===== src/rtl/i2c_target_fifo.sv =====
`default_nettype none
// ============================================================================
// Module   : i2c_target_fifo
// Brief    : Clock-sampled I2C target with RX/TX FIFOs. Optional SCL clock
//            stretching is enabled by defining I2C_TARGET_CLK_STRETCH_EN.
// Revision : 1.0 - initial release
// ============================================================================
module i2c_target_fifo #(
    parameter int ADDR_WIDTH  = 7,
    parameter int DATA_WIDTH  = 8,
    parameter int FIFO_DEPTH  = 16,
    parameter int SYNC_STAGES = 2
) (
    input  logic                  clk,
    input  logic                  rst,
    input  logic                  scl_i,
    input  logic                  sda_i,
    output logic                  sda_oe,
    output logic                  scl_oe,
    input  logic [ADDR_WIDTH-1:0] own_addr,
    output logic                  rx_valid,
    output logic [DATA_WIDTH-1:0] rx_data,
    input  logic                  rx_ready,
    input  logic                  tx_valid,
    input  logic [DATA_WIDTH-1:0] tx_data,
    output logic                  tx_ready,
    output logic                  busy,
    output logic                  last_rw,
    output logic                  xfer_done,
    output logic                  nack_rcvd,
    output logic                  rx_overflow,
    output logic                  tx_underflow
);

    localparam int c_PW = $clog2(FIFO_DEPTH);
    localparam int c_CW = c_PW + 1;
    localparam int c_SW = (ADDR_WIDTH + 1 > DATA_WIDTH) ? ADDR_WIDTH + 1 : DATA_WIDTH;
    localparam int c_BW = $clog2(c_SW + 1);

    localparam logic [2:0] c_IDLE     = 3'd0;
    localparam logic [2:0] c_ADDR     = 3'd1;
    localparam logic [2:0] c_ADDR_ACK = 3'd2;
    localparam logic [2:0] c_WR_DATA  = 3'd3;
    localparam logic [2:0] c_WR_ACK   = 3'd4;
    localparam logic [2:0] c_RD_DATA  = 3'd5;
    localparam logic [2:0] c_RD_ACK   = 3'd6;
    localparam logic [2:0] c_IGNORE   = 3'd7;

    // ------------------------------------------------------------------
    // Pin synchronisers and bus event detection
    // ------------------------------------------------------------------
    logic [SYNC_STAGES-1:0] r_scl_sync, r_sda_sync;
    logic                   r_scl_prev, r_sda_prev;

    always_ff @(posedge clk or posedge rst) begin
        if (rst) begin
            r_scl_sync <= '1;
            r_sda_sync <= '1;
            r_scl_prev <= 1'b1;
            r_sda_prev <= 1'b1;
        end else begin
            r_scl_sync <= {r_scl_sync[SYNC_STAGES-2:0], scl_i};
            r_sda_sync <= {r_sda_sync[SYNC_STAGES-2:0], sda_i};
            r_scl_prev <= r_scl_sync[SYNC_STAGES-1];
            r_sda_prev <= r_sda_sync[SYNC_STAGES-1];
        end
    end

    logic w_scl, w_sda, w_scl_rise, w_scl_fall, w_start, w_stop;
    assign w_scl      = r_scl_sync[SYNC_STAGES-1];
    assign w_sda      = r_sda_sync[SYNC_STAGES-1];
    assign w_scl_rise = w_scl & ~r_scl_prev;
    assign w_scl_fall = ~w_scl & r_scl_prev;
    assign w_start    = w_scl & r_scl_prev & r_sda_prev & ~w_sda;
    assign w_stop     = w_scl & r_scl_prev & ~r_sda_prev & w_sda;

    // ------------------------------------------------------------------
    // RX FIFO (bus -> user)
    // ------------------------------------------------------------------
    logic [DATA_WIDTH-1:0] r_rx_mem [FIFO_DEPTH];
    logic [c_PW-1:0]       r_rx_wp, r_rx_rp;
    logic [c_CW-1:0]       r_rx_cnt;
    logic                  w_rx_full, w_rx_pop, w_rx_push, w_rx_space;
    logic [c_SW-1:0]       r_shift;

    assign w_rx_full  = (r_rx_cnt == c_CW'(FIFO_DEPTH));
    assign rx_valid   = (r_rx_cnt != '0);
    assign rx_data    = r_rx_mem[r_rx_rp];
    assign w_rx_pop   = rx_valid & rx_ready;
    assign w_rx_space = ~w_rx_full | w_rx_pop;

    always_ff @(posedge clk) begin
        if (w_rx_push) r_rx_mem[r_rx_wp] <= r_shift[DATA_WIDTH-1:0];
    end

    always_ff @(posedge clk or posedge rst) begin
        if (rst) begin
            r_rx_wp  <= '0;
            r_rx_rp  <= '0;
            r_rx_cnt <= '0;
        end else begin
            if (w_rx_push) r_rx_wp <= r_rx_wp + c_PW'(1);
            if (w_rx_pop)  r_rx_rp <= r_rx_rp + c_PW'(1);
            case ({w_rx_push, w_rx_pop})
                2'b10:   r_rx_cnt <= r_rx_cnt + c_CW'(1);
                2'b01:   r_rx_cnt <= r_rx_cnt - c_CW'(1);
                default: r_rx_cnt <= r_rx_cnt;
            endcase
        end
    end

    // ------------------------------------------------------------------
    // TX FIFO (user -> bus); an empty FIFO forwards a same-clock push
    // ------------------------------------------------------------------
    logic [DATA_WIDTH-1:0] r_tx_mem [FIFO_DEPTH];
    logic [c_PW-1:0]       r_tx_wp, r_tx_rp;
    logic [c_CW-1:0]       r_tx_cnt;
    logic                  w_tx_empty, w_tx_push, w_tx_pop, w_tx_avail;
    logic [DATA_WIDTH-1:0] w_tx_word;

    assign w_tx_empty = (r_tx_cnt == '0);
    assign tx_ready   = (r_tx_cnt != c_CW'(FIFO_DEPTH));
    assign w_tx_push  = tx_valid & tx_ready;
    assign w_tx_avail = ~w_tx_empty | w_tx_push;
    assign w_tx_word  = w_tx_empty ? tx_data : r_tx_mem[r_tx_rp];

    always_ff @(posedge clk) begin
        if (w_tx_push) r_tx_mem[r_tx_wp] <= tx_data;
    end

    always_ff @(posedge clk or posedge rst) begin
        if (rst) begin
            r_tx_wp  <= '0;
            r_tx_rp  <= '0;
            r_tx_cnt <= '0;
        end else begin
            if (w_tx_push) r_tx_wp <= r_tx_wp + c_PW'(1);
            if (w_tx_pop)  r_tx_rp <= r_tx_rp + c_PW'(1);
            case ({w_tx_push, w_tx_pop})
                2'b10:   r_tx_cnt <= r_tx_cnt + c_CW'(1);
                2'b01:   r_tx_cnt <= r_tx_cnt - c_CW'(1);
                default: r_tx_cnt <= r_tx_cnt;
            endcase
        end
    end

    // ------------------------------------------------------------------
    // Protocol FSM
    // ------------------------------------------------------------------
    logic [2:0]      r_state, w_state_nx;
    logic [c_BW-1:0] r_bitcnt, w_bitcnt_nx;
    logic [c_SW-1:0] w_shift_nx;
    logic r_sda_oe, w_sda_oe_nx, r_scl_oe, w_scl_oe_nx;
    logic r_busy, w_busy_nx, r_last_rw, w_last_rw_nx, r_matched, w_matched_nx;
    logic r_xfer_done, w_xfer_done_nx, r_nack, w_nack_nx;
    logic r_ovf, w_ovf_nx, r_unf, w_unf_nx;
    logic r_pend, w_pend_nx, r_rel, w_rel_nx;
    logic w_rd_load, w_wr_ack;

    always_ff @(posedge clk or posedge rst) begin
        if (rst) begin
            r_state     <= c_IDLE;
            r_bitcnt    <= '0;
            r_shift     <= '0;
            r_sda_oe    <= 1'b0;
            r_scl_oe    <= 1'b0;
            r_busy      <= 1'b0;
            r_last_rw   <= 1'b0;
            r_matched   <= 1'b0;
            r_xfer_done <= 1'b0;
            r_nack      <= 1'b0;
            r_ovf       <= 1'b0;
            r_unf       <= 1'b0;
            r_pend      <= 1'b0;
            r_rel       <= 1'b0;
        end else begin
            r_state     <= w_state_nx;
            r_bitcnt    <= w_bitcnt_nx;
            r_shift     <= w_shift_nx;
            r_sda_oe    <= w_sda_oe_nx;
            r_scl_oe    <= w_scl_oe_nx;
            r_busy      <= w_busy_nx;
            r_last_rw   <= w_last_rw_nx;
            r_matched   <= w_matched_nx;
            r_xfer_done <= w_xfer_done_nx;
            r_nack      <= w_nack_nx;
            r_ovf       <= w_ovf_nx;
            r_unf       <= w_unf_nx;
            r_pend      <= w_pend_nx;
            r_rel       <= w_rel_nx;
        end
    end

    always_comb begin
        w_state_nx     = r_state;
        w_bitcnt_nx    = r_bitcnt;
        w_shift_nx     = r_shift;
        w_sda_oe_nx    = r_sda_oe;
        w_scl_oe_nx    = r_scl_oe;
        w_busy_nx      = r_busy;
        w_last_rw_nx   = r_last_rw;
        w_matched_nx   = r_matched;
        w_xfer_done_nx = 1'b0;
        w_nack_nx      = 1'b0;
        w_ovf_nx       = 1'b0;
        w_unf_nx       = 1'b0;
        w_pend_nx      = r_pend;
        w_rel_nx       = 1'b0;
        w_rx_push      = 1'b0;
        w_tx_pop       = 1'b0;
        w_rd_load      = 1'b0;
        w_wr_ack       = 1'b0;

        // SCL is let go one clock after SDA was set up for the stretched slot
        if (r_rel) w_scl_oe_nx = 1'b0;

        case (r_state)
            c_ADDR: begin
                if (w_scl_rise) begin
                    w_shift_nx  = {r_shift[c_SW-2:0], w_sda};
                    w_bitcnt_nx = r_bitcnt + c_BW'(1);
                end else if (w_scl_fall && r_bitcnt == c_BW'(ADDR_WIDTH + 1)) begin
                    if (r_shift[ADDR_WIDTH:1] == own_addr) begin
                        w_state_nx   = c_ADDR_ACK;
                        w_sda_oe_nx  = 1'b1;
                        w_last_rw_nx = r_shift[0];
                        w_matched_nx = 1'b1;
                    end else begin
                        w_state_nx = c_IGNORE;
                    end
                end
            end
            c_ADDR_ACK: begin
                if (w_scl_fall) begin
                    w_sda_oe_nx = 1'b0;
                    w_bitcnt_nx = '0;
                    if (r_last_rw) w_rd_load  = 1'b1;
                    else           w_state_nx = c_WR_DATA;
                end
            end
            c_WR_DATA: begin
                if (w_scl_rise) begin
                    w_shift_nx  = {r_shift[c_SW-2:0], w_sda};
                    w_bitcnt_nx = r_bitcnt + c_BW'(1);
                end else if (w_scl_fall && r_bitcnt == c_BW'(DATA_WIDTH)) begin
                    w_state_nx = c_WR_ACK;
                    w_wr_ack   = 1'b1;
                end
            end
            c_WR_ACK: begin
                if (r_pend) begin
                    if (w_rx_space) begin
                        w_rx_push   = 1'b1;
                        w_sda_oe_nx = 1'b1;
                        w_pend_nx   = 1'b0;
                        w_rel_nx    = 1'b1;
                    end
                end else if (w_scl_fall) begin
                    w_state_nx  = c_WR_DATA;
                    w_sda_oe_nx = 1'b0;
                    w_bitcnt_nx = '0;
                end
            end
            c_RD_DATA: begin
                if (r_pend) begin
                    if (w_tx_avail) w_rd_load = 1'b1;
                end else if (w_scl_fall) begin
                    if (r_bitcnt == c_BW'(DATA_WIDTH)) begin
                        w_state_nx  = c_RD_ACK;
                        w_sda_oe_nx = 1'b0;
                    end else begin
                        w_shift_nx  = r_shift << 1;
                        w_sda_oe_nx = ~r_shift[DATA_WIDTH-2];
                        w_bitcnt_nx = r_bitcnt + c_BW'(1);
                    end
                end
            end
            c_RD_ACK: begin
                if (w_scl_rise && w_sda) begin
                    w_nack_nx  = 1'b1;
                    w_state_nx = c_IGNORE;
                end else if (w_scl_fall) begin
                    w_rd_load = 1'b1;
                end
            end
            default: ;
        endcase

        if (w_wr_ack) begin
            if (w_rx_space) begin
                w_rx_push   = 1'b1;
                w_sda_oe_nx = 1'b1;
            end else begin
                w_sda_oe_nx = 1'b0;
`ifdef I2C_TARGET_CLK_STRETCH_EN
                w_scl_oe_nx = 1'b1;
                w_pend_nx   = 1'b1;
`else
                w_ovf_nx    = 1'b1;
`endif
            end
        end

        // First data bit goes on SDA in the same clock the word is fetched
        if (w_rd_load) begin
            w_state_nx  = c_RD_DATA;
            w_bitcnt_nx = c_BW'(1);
            if (w_tx_avail) begin
                w_tx_pop    = 1'b1;
                w_shift_nx  = c_SW'(w_tx_word);
                w_sda_oe_nx = ~w_tx_word[DATA_WIDTH-1];
                if (r_pend) begin
                    w_pend_nx = 1'b0;
                    w_rel_nx  = 1'b1;
                end
            end else begin
                w_sda_oe_nx = 1'b0;
`ifdef I2C_TARGET_CLK_STRETCH_EN
                w_scl_oe_nx = 1'b1;
                w_pend_nx   = 1'b1;
`else
                w_shift_nx  = '1;
                w_unf_nx    = 1'b1;
`endif
            end
        end

        // Bus conditions override whatever the byte engine was doing
        if (w_start || w_stop) begin
            w_state_nx     = w_start ? c_ADDR : c_IDLE;
            w_busy_nx      = w_start;
            w_bitcnt_nx    = '0;
            w_sda_oe_nx    = 1'b0;
            w_scl_oe_nx    = 1'b0;
            w_pend_nx      = 1'b0;
            w_rel_nx       = 1'b0;
            w_rx_push      = 1'b0;
            w_tx_pop       = 1'b0;
            w_nack_nx      = 1'b0;
            w_ovf_nx       = 1'b0;
            w_unf_nx       = 1'b0;
            w_xfer_done_nx = r_matched;
            w_matched_nx   = 1'b0;
        end
    end

    assign sda_oe       = r_sda_oe;
`ifdef I2C_TARGET_CLK_STRETCH_EN
    assign scl_oe       = r_scl_oe;
`else
    assign scl_oe       = 1'b0;
`endif
    assign busy         = r_busy;
    assign last_rw      = r_last_rw;
    assign xfer_done    = r_xfer_done;
    assign nack_rcvd    = r_nack;
    assign rx_overflow  = r_ovf;
    assign tx_underflow = r_unf;

endmodule
`default_nettype wire


===== config.mk =====
export PLATFORM = sky130hd
export DESIGN_NAME = i2c_target_fifo
export DESIGN_NICKNAME = d
export VERILOG_FILES = /design/src/rtl/i2c_target_fifo.sv
export SDC_FILE = /design/constraint.sdc
export NUM_CORES = 1
export LEC_CHECK = 0
export ABC_AREA = 1
export BUFFER_PORTS_ARGS = -buffer_cell sky130_fd_sc_hd__buf_2
export CAP_MARGIN = 30
export CORE_ASPECT_RATIO = 0.5
export CORE_UTILIZATION = 62
export DETAILED_ROUTE_END_ITERATION = 8
export GPL_TIMING_DRIVEN = 0
export PLACE_DENSITY = 0.87
export SYNTH_ARGS = -nofsm -noshare
export SYNTH_HDL_FRONTEND = slang
export SYNTH_SLANG_ARGS = --single-unit

===== constraint.sdc =====
create_clock -name clk -period 6.7 [get_ports clk]
set_input_delay 1.34 -clock clk [delete_from_list [all_inputs] [get_ports clk]]
set_output_delay 1.34 -clock clk [all_outputs]
set_load 0.02 [all_outputs]

==> impl_metrics.yaml <==
clock_tree:
  tritoncts.num_buffers: 27
  worst_skew_pair.late_latency_ns: 0.55
  clock_tree.htree_level_count: 1
  cts.repair.resized: 0
  clock_tree.root_cell: "clkbuf_16"
  postCtsHoldBufs: 0
  cts.reportedPaths.clkPinSlew_ns: 0.07
  postCtsSetupBuffers: 0
  cts_tree: "done"
  tritoncts_num_sinks: 312
  cts.path.max_buffers: 3
grt:
  grt_pass1_vias: 9477
  antenna_found_initial: 0
  grtUsageTotal_pct: 29.33
  grt_first_pass_wirelength_mm: 50.50
  grt_overflow_total: 0
  grt_max_degree: 44
setup_path:
  worstSetupPathType: "flop to primary output"
  timing.rr.end: "r_rx_cnt[4]"
  cp_data_arrival_time_ns: 2.70
  crit_fanout: 10
  critical_path_data_required_time_ns: 5.36
  crit-reg2reg-launch: "r_bitcnt[0]"
  r2r_cells: 16
  worstSetupEndpointType: "primary output"
  setup.reg_to_reg.worst_slack_ns: 3.59
  crit_path_start_kind: "flop"
die:
  placeableCoreArea_sq_mm: 0.02178
  die-area_sq_mm: 0.02295
  chipHeight_um: 107.6
  floorplan.rows: 38
  floorplan.initialDensity_pct: 63.52
  num_io_pins: 39
  die-width_um: 213.2
placed_design:
  routabilityCongestion: 0.9657
  io_buffers: 37
  place.detailed.hpwl_mm: 21.45
sta:
  slew_violations: 0
  setup_viol: 0
  layout_worst_path_cycle_share_pct: 60.35
  worst_slew_margin_relative_to_its_limit_pct: 27.15
  min_period_ns: 4.043
  unrepaired_setup_endpoints_after_global_routing: "false"
  tns_ns: 0
  finClkSkew_ns: 0.01275
  hold_viol_final: 0
  max_clock_freq_mhz: 247.3
  tightestPinTransition_ns: 1.089
routing:
  routed_via_density: 5.881
  initial_drt_pass_iterations: 6
  drcViolationCount: 0
  route.vias.total: 9669
  drt_iter0_markers: 1281
  route.antenna.remaining_nets: 0
  routed_wirelength_mm: 32.20
  routed_wire_length_per_instance_um: 19.59
logic_synthesis:
  synth_edf_count: 256
  seq_area_frac_synth_pct: 65.76
  synth_largest_type_area_fraction_pct: 55.58
  asyncSetResetFlopFracSynth_pct: 17.95
  ys_seq_elements: 312
  netlist-cell-type-count: 41
  syn_inst: 1255
  synth.avg_cell_area_sq_um: 11.02
  yosysTopAreaCell: "edfxtp_1"
  syn_nets: 1297
  synth.cell_area_sq_mm: 0.01383
  synthTopCellsByArea: "edfxtp_1 (56%), dfrtp_1 (9.0%), nand2_1 (6.4%)"
  synth-warning-count: 0
  synth_top_flop_cell: "edfxtp_1"
job:
  reported_max_cap_violation_count: 0
final_layout:
  postLayoutCoreUtil_pct: 70.08
  num-nets-final: 1366
  area_growth_syn_to_layout_pct: 10.32
  drive_gt1_share_pct: 10.12
  antenna_cells_inserted: 0
min_path:
  hold-path-endpoint: "r_sda_sync[1]"
  min_path_cells: 0
  hold_class: "flop to flop"
  worstHoldStart: "r_sda_sync[0]"
pwr:
  total_design_power_uw: 6251
  power_density_mw_per_mm2: 409.6
  vdd.ir_drop.worst_mv: 0.2988
  power.leakage_uw: 0.006048
run_status:
  outcome: "finished, final reports clean"
==> cell type report <==
type | instances | area [sq um]
plain buffers | 47 | 201.4
multi-input cells | 787 | 4125
flip-flops and latches | 312 | 9096
fillers | 1521 | 6516
inverters | 109 | 409.1
well taps | 300 | 375.4
repair buffers | 40 | 215.2
clock buffers | 35 | 735.7
clock inverters | 14 | 101.3
==> worst max-delay path by stage <==
stage | startpoint | end | slack [ns] | cells after the start
after floorplan | tx_valid | r_tx_cnt[4] | 3.38 | 16
after global placement | tx_valid | r_tx_cnt[4] | 2.98 | 17
after detailed placement | tx_valid | r_tx_cnt[4] | 2.92 | 17
after CTS | r_rx_rp[0] | rx_data[3] | 2.70 | 9
after global routing | r_rx_rp[0] | rx_data[3] | 2.48 | 9
final | r_rx_rp[0] | rx_data[3] | 2.66 | 9
==> layer usage <==
metal  GRT usage (%)  wire [um]
met5               0          0
met4           9.439        992
met3           5.368       3157
met2           48.37      15190
met1           39.90      12860
==> through the flow <==
step / area (sq um) / setup slack [ns] / hold slack [ns] / std cells
after floorplan: 13830 / 3.383 / 0.3452 / 1255
after global placement: 14390 / 2.981 / 0.3457 / 1592
after detailed placement: 14420 / 2.921 / 0.3475 / 1595
after CTS: 15260 / 2.696 / 0.3573 / 1644
after global routing: 15260 / 2.481 / 0.3624 / 1644
final: 15260 / 2.657 / 0.3576 / 1644
==> worst max-delay path: stages, from the launching register on <==
cell      delay, ns
dfrtp_1        0.35
clkbuf_1       0.31
buf_2          0.38
buf_2          0.31
a21oi_1        0.12
o21ai_0        0.20
o211ai_1       0.16
nand3_1        0.11
nand2_1        0.07
buf_2          0.16
==> cells in the mapped netlist (all sizes together), types with 16 or more instances <==
| master | number |
|---|---|
| edfxtp | 256 |
| buf | 19 |
| ha | 20 |
| o21ai | 109 |
| inv | 106 |
| xor2 | 16 |
| a21oi | 60 |
| o211ai | 35 |
| nand3 | 60 |
| mux2i | 32 |
| nor2 | 149 |
| nand2 | 244 |
| dfrtp | 50 |
| clkbuf | 28 |
==> report_power, final <==
part | internal [uW] | switching [uW] | total (uW)
sequential | 2360 | 212 | 2570
clock | 815 | 695 | 1510
combinational | 679 | 1490 | 2170
==> placed cells by master (no fill, tap or decap), types with 2 or more instances in the layout <==
cell        count
nand3_4         2
inv_1          98
xor2_1         16
buf_1           3
nor2_2          3
nand3b_1        2
mux2i_1        32
clkbuf_1       33
clkinv_1        5
dfstp_2         6
clkbuf_8        3
a21oi_2         3
o22ai_1        13
nand2_2         6
nor3_1          9
buf_2          53
or2_2           4
buf_4           2
o211ai_1       35
a21boi_0       12
nor2_1        142
nand3_1        58
clkinvlp_4      2
nand2_1       237
clkbuf_16      27
inv_2           8
edfxtp_1      256
ha_1           20
a21oi_1        57
dfrtp_1        50
o21ai_0       108
nand4_1         8
nor2_4          4
clkinv_2        7
xnor2_1         6
==> flip-flops by register name (all words and copies together) (netlist names), 2 cells and up <==
register    cells
r_tx_mem      128
r_bitcnt        4
r_scl_sync      2
r_rx_wp         4
r_shift         8
r_rx_rp         4
r_rx_mem      128
r_tx_wp         4
r_state         3
r_tx_rp         4
r_tx_cnt        5
r_sda_sync      2
r_rx_cnt        5
==> kinds of logic after synthesis <==
kind of cell | share of synthesized area [%]
flip-flops | 65.76
multiplexers | 2.316
AND/OR/NAND/NOR | 14.56
buffers and inverters | 4.414
XOR/XNOR | 1.393
other | 0.02711
adder cells (fa/ha/maj) | 1.954
AO/OA/AOI/OAI | 9.570
(Power assumes the default switching activity.)
